**src/rtl/bit_stuffer_if.sv**
```systemverilog
// ============================================================================
// bit_stuffer_if : serial-in / line-out bundle for the bit stuffer stage
// Revision       : 1.0
// ============================================================================
`default_nettype none

interface bit_stuffer_if #(
  parameter int CNT_W = 8
) ();
  logic             in_bit;
  logic             in_valid;
  logic             in_first;
  logic             in_last;
  logic             in_ready;
  logic             out_bit;
  logic             out_valid;
  logic             out_last;
  logic             out_stuffed;
  logic [CNT_W-1:0] stuff_count;

  // Upstream serializer plus line consumer.
  modport master (
    output in_bit, in_valid, in_first, in_last,
    input  in_ready, out_bit, out_valid, out_last, out_stuffed, stuff_count
  );

  // The stuffer itself.
  modport slave (
    input  in_bit, in_valid, in_first, in_last,
    output in_ready, out_bit, out_valid, out_last, out_stuffed, stuff_count
  );
endinterface

`default_nettype wire

```
**src/rtl/bit_stuffer.sv**
```systemverilog
// ============================================================================
// bit_stuffer : inserts STUFF_BIT after RUN_LEN consecutive 1s, with framing
// Revision    : 1.0
// ============================================================================
`default_nettype none

module bit_stuffer #(
  parameter int   RUN_LEN   = 6,
  parameter logic STUFF_BIT = 1'b0,
  parameter int   CNT_W     = 8
) (
  input wire clk,
  input wire rst_b,
  bit_stuffer_if.slave bus
);

  localparam logic [0:0]       ST_PASS  = 1'b0;
  localparam logic [0:0]       ST_STUFF = 1'b1;
  localparam logic [3:0]       RUN_MAX  = 4'(RUN_LEN - 1);
  localparam logic [CNT_W-1:0] CNT_SAT  = {CNT_W{1'b1}};
  localparam logic [CNT_W-1:0] CNT_ONE  = {{(CNT_W-1){1'b0}}, 1'b1};

  logic [0:0]       state_q, state_d;
  logic [3:0]       run_q, run_d;
  logic             pend_last_q, pend_last_d;
  logic             out_bit_q, out_bit_d;
  logic             out_valid_q, out_valid_d;
  logic             out_last_q, out_last_d;
  logic             out_stuffed_q, out_stuffed_d;
  logic [CNT_W-1:0] cnt_q, cnt_d;

  logic       w_ready;
  logic       w_accept;
  logic [3:0] w_run_eff;

  assign w_ready   = (state_q == ST_PASS);
  assign w_accept  = bus.in_valid & w_ready;
  // A first bit always starts a fresh run, whatever the previous packet left.
  assign w_run_eff = bus.in_first ? 4'd0 : run_q;

  always_comb begin
    state_d       = state_q;
    run_d         = run_q;
    pend_last_d   = pend_last_q;
    out_bit_d     = out_bit_q;
    out_valid_d   = 1'b0;
    out_last_d    = 1'b0;
    out_stuffed_d = 1'b0;
    cnt_d         = cnt_q;

    case (state_q)
      ST_PASS: begin
        if (w_accept) begin
          out_bit_d   = bus.in_bit;
          out_valid_d = 1'b1;
          if (bus.in_first) begin
            cnt_d = '0;
          end
          if (!bus.in_bit) begin
            run_d      = 4'd0;
            out_last_d = bus.in_last;
          end else if (w_run_eff == RUN_MAX) begin
            // Last-bit framing moves onto the stuff bit that follows.
            run_d       = 4'd0;
            state_d     = ST_STUFF;
            pend_last_d = bus.in_last;
            out_last_d  = 1'b0;
          end else begin
            run_d      = w_run_eff + 4'd1;
            out_last_d = bus.in_last;
          end
          if (bus.in_last && !(bus.in_bit && (w_run_eff == RUN_MAX))) begin
            run_d = 4'd0;
          end
        end
      end
      ST_STUFF: begin
        // The inserted bit never contributes to the run, even when it is a 1.
        out_bit_d     = STUFF_BIT;
        out_valid_d   = 1'b1;
        out_stuffed_d = 1'b1;
        out_last_d    = pend_last_q;
        cnt_d         = (cnt_q == CNT_SAT) ? cnt_q : (cnt_q + CNT_ONE);
        pend_last_d   = 1'b0;
        state_d       = ST_PASS;
      end
      default: begin
        state_d = ST_PASS;
      end
    endcase
  end

  always_ff @(posedge clk or negedge rst_b) begin
    if (!rst_b) begin
      state_q       <= ST_PASS;
      run_q         <= 4'd0;
      pend_last_q   <= 1'b0;
      out_bit_q     <= 1'b0;
      out_valid_q   <= 1'b0;
      out_last_q    <= 1'b0;
      out_stuffed_q <= 1'b0;
      cnt_q         <= '0;
    end else begin
      state_q       <= state_d;
      run_q         <= run_d;
      pend_last_q   <= pend_last_d;
      out_bit_q     <= out_bit_d;
      out_valid_q   <= out_valid_d;
      out_last_q    <= out_last_d;
      out_stuffed_q <= out_stuffed_d;
      cnt_q         <= cnt_d;
    end
  end

  assign bus.in_ready    = w_ready;
  assign bus.out_bit     = out_bit_q;
  assign bus.out_valid   = out_valid_q;
  assign bus.out_last    = out_last_q;
  assign bus.out_stuffed = out_stuffed_q;
  assign bus.stuff_count = cnt_q;

endmodule

`default_nettype wire

```
**src/flat_wrapper.sv**
```systemverilog
// flat-port wrapper written by rule: the top's interface ports become plain ports
module bit_stuffer_flat 
#(
  parameter int   RUN_LEN   = 6,
  parameter logic STUFF_BIT = 1'b0,
  parameter int   CNT_W     = 8
)
  (clk, rst_b, bus_in_bit, bus_in_valid, bus_in_first, bus_in_last, bus_in_ready, bus_out_bit, bus_out_valid, bus_out_last, bus_out_stuffed, bus_stuff_count);
  bit_stuffer_if #(.CNT_W(CNT_W)) bus_i ();
  input wire clk;
  input wire rst_b;
  input wire logic [$bits(bus_i.in_bit)-1:0] bus_in_bit;
  input wire logic [$bits(bus_i.in_valid)-1:0] bus_in_valid;
  input wire logic [$bits(bus_i.in_first)-1:0] bus_in_first;
  input wire logic [$bits(bus_i.in_last)-1:0] bus_in_last;
  output wire logic [$bits(bus_i.in_ready)-1:0] bus_in_ready;
  output wire logic [$bits(bus_i.out_bit)-1:0] bus_out_bit;
  output wire logic [$bits(bus_i.out_valid)-1:0] bus_out_valid;
  output wire logic [$bits(bus_i.out_last)-1:0] bus_out_last;
  output wire logic [$bits(bus_i.out_stuffed)-1:0] bus_out_stuffed;
  output wire logic [$bits(bus_i.stuff_count)-1:0] bus_stuff_count;
  assign bus_i.in_bit = bus_in_bit;
  assign bus_i.in_valid = bus_in_valid;
  assign bus_i.in_first = bus_in_first;
  assign bus_i.in_last = bus_in_last;
  assign bus_in_ready = bus_i.in_ready;
  assign bus_out_bit = bus_i.out_bit;
  assign bus_out_valid = bus_i.out_valid;
  assign bus_out_last = bus_i.out_last;
  assign bus_out_stuffed = bus_i.out_stuffed;
  assign bus_stuff_count = bus_i.stuff_count;
  bit_stuffer #(.RUN_LEN(RUN_LEN), .STUFF_BIT(STUFF_BIT), .CNT_W(CNT_W)) u_core (.clk(clk), .rst_b(rst_b), .bus(bus_i));
endmodule
```
**config.mk**
```make
export PLATFORM = sky130hd
export DESIGN_NAME = bit_stuffer_flat
export DESIGN_NICKNAME = d
export VERILOG_FILES = /design/src/rtl/bit_stuffer_if.sv /design/src/rtl/bit_stuffer.sv /design/src/flat_wrapper.sv
export SDC_FILE = /design/constraint.sdc
export NUM_CORES = 1
export LEC_CHECK = 0
export ABC_AREA = 1
export BUFFER_PORTS_ARGS = -buffer_cell sky130_fd_sc_hd__buf_2
export CAP_MARGIN = 40
export CORE_AREA = 8 8 56 58
export CTS_BUF_LIST = sky130_fd_sc_hd__clkbuf_8
export CTS_CLUSTER_DIAMETER = 40
export CTS_CLUSTER_SIZE = 20
export DETAILED_ROUTE_END_ITERATION = 10
export DIE_AREA = 0 0 64 66
export SYNTH_ARGS = -nofsm -noshare
export SYNTH_HDL_FRONTEND = slang
export SYNTH_SLANG_ARGS = --single-unit
export TNS_END_PERCENT = 1
```
**constraint.sdc**
```tcl
create_clock -name clk -period 2.95 [get_ports clk]
set_input_delay 0.885 -clock clk [delete_from_list [all_inputs] [get_ports clk]]
set_output_delay 0.885 -clock clk [all_outputs]
set_load 0.05 [all_outputs]
```
==> reports/qor.yml <==
status: "finished clean"
n_fill_cell: 235
fin_crit_ns: 2.19
start_util: 0.416
drive_gt1_frac: 0.225
relSlewSlack: 0.663
fmax_mhz: 457
maxCapViolCount: 0
cp-end-kind: "output pin"
peakVddDrop_mv: 0.260
drtIter0Drc: 15
chipHeight_um: 66
multi_input_area_um2: 435
nets: 152
postRouteWirelength_mm: 2.02
place.gp.congestion: 0.765
worstMarginPinSlew_ns: 0.505
avgSynthCellArea_um2: 7.97
root_buffer: "clkbuf_8"
cts_made_buffers: 3
finalSetupTns_ns: 0
setup_ws_ns: 0.762
grt_pass1_vias: 807
netlist_instances: 121
setup_viol: 0
crit_fanout: 12
die_area_mm2: 0.00422
pin_count: 19
cp_data_required_time_ns: 2.07
syn-num-nets: 130
areaGrowthSynthToFinish_pct: 17.8
insertion_delay_ns: 0.25
die_w_um: 64
first_pass_iters: 4
dp_hpwl_mm: 1.56
h-tree-depth: 1
wl_per_cell_um: 11.7
cpPeakStageDelay_ns: 0.66
ys_types: 19
cpMaxStageDelayCell: "dfrtp_1"
cts_tree: "yes"
vias: 835
via_per_inst: 4.85
hold_violations: 0
grt_max_degree: 19
yosys_warnings: 0
place_area_mm2: 0.00108
cts_sinks: 18
fin_hold_ws_ns: 0.508
rsz0062_at_grt: "false"
core-area_mm2: 0.00232
hp-class: "reg2reg"
cp_num_buf_inv: 2
cts-resized-gates: 0
grt_util_all_layers: 0.106
cts_max_path_buffers: 2
crit_arrival_ns: 1.30
grt_pass1_wl_mm: 3.57
syn_area_um2: 965
critical_path_class: "reg2out"
cp_top_family: "flip-flops"
cts.clk_slew.worst_paths_ns: 0.07
synth.area.top_cells: "dfrtp_1 47%, nand2_1 13%, inv_1 6.6%, nand3_1 6.2%, ha_1 3.9%"
crit_path_cell_trace: "inv_2 > buf_2"
yosys.area.top_type: "dfrtp_1"
final_cell_mix: "33 x nand2_1, 18 x buf_2, 18 x dfrtp_1"
post-place-ws_ns: 1.00
final_max_slew_viol_count: 0
ys_seq_area_frac: 0.467
start_kind: "register"
powerDensity_mw_per_mm2: 437
numPortBuffers: 18
post_cts_buffers: 0
design_area_mm2: 0.00114
grt_overflow: 0
antenna_found_initial: 0
synth_seq_cells: 18
min_period_over_period: 0.742
p_leak_nw: 0.591
fin_skew_ns: 0.000723
antenna_left: 0
num_antenna_cells: 0
final_common_cell: "nand2_1"
drc: 0
seqCellArea_um2: 450
rows: 18
synth_largest_type_area_fraction: 0.467
hold_buffers: 0
==> final cells by class <==
cell class,instances,area share
Tap cell,30,0.0330
Inverter,18,0.0595
Clock buffer,4,0.0485
Timing Repair Buffer,18,0.0793
Multi-Input combinational cell,84,0.383
Sequential cell,18,0.396
==> synth_stat cells <==
master	instances
a21oi_1	1
a21oi_4	1
buf_6	1
dfrtp_1	18
ha_1	3
inv_1	17
inv_2	1
nand2_1	33
nand2_2	5
nand3_1	12
nand4_1	1
nor2_1	10
nor2_4	2
nor3_1	2
o21ai_0	5
o21ai_1	1
o22ai_1	5
or2_2	1
xor2_1	2
==> worst paths after layout <==
path                                    start                         to  slack, ns  cells after the start
min in group asynchronous               rst_b  u_core.bus.stuff_count[4]       0.55                      1
hold reg to reg            u_core.pend_last_q        u_core.bus.out_last       0.51                      2
max in group asynchronous               rst_b  u_core.bus.stuff_count[7]       2.12                      1
hold / removal             u_core.pend_last_q        u_core.bus.out_last       0.51                      2
setup / recovery               u_core.state_q               bus_in_ready       0.76                      2
setup reg to reg               u_core.state_q         u_core.pend_last_q       1.47                      7
==> state kept, by name, summed over array words and instances (netlist names) <==
name	flops
u_core.pend_last_q	1
u_core.bus.out_last	1
u_core.bus.stuff_count	8
u_core.bus.out_valid	1
u_core.state_q	1
u_core.run_q	4
u_core.bus.out_stuffed	1
u_core.bus.out_bit	1
==> worst register-to-register path, delay by kind of cell, from the launching register on <==
family                 cells  cell delay, ns
DFF                        1            0.56
and+or+nand+nor            4            0.50
buffers and inverters      2            0.27
AOI/OAI and AO/OA          1            0.07
==> where the power goes <==
group | internal, mW | switching (mW)
combinational | 0.0101 | 0.0297
clock | 0.119 | 0.0839
sequential | 0.251 | 0.00264
total | 0.380 | 0.116
==> per-stage QoR <==
stage               total power, mW   util  std cells
finish                        0.496  0.490        172
detailed placement            0.299  0.466        168
global route                  0.519  0.490        172
global placement              0.299  0.466        168
floorplan                     0.283      -        121
CTS                           0.504  0.490        172
==> per-layer routing <==
| layer | part of all wire | up-vias | global-route usage |
|---|---|---|---|
| li1 | - | 425 | - |
| met1 | 0.43 | 387 | 0.115 |
| met2 | 0.50 | 18 | 0.181 |
| met3 | 0.051 | 5 | 0.0322 |
| met4 | 0.020 | 0 | 0.0585 |
| met5 | 0 | - | 0 |
==> kinds of logic (layout without fill, tap and decap cells) <==
group                    Yosys count  count (layout)  synth area share
adder cells (fa/ha/maj)            3               3            0.0389
XOR/XNOR                           2               2            0.0182
AO/OA/AOI/OAI                     13              13            0.0856
flip-flops                        18              18             0.467
buffers and inverters             19              40            0.0817
AND/OR/NAND/NOR                   66              66             0.309
Note: power is estimated with default switching activity, not from simulation.
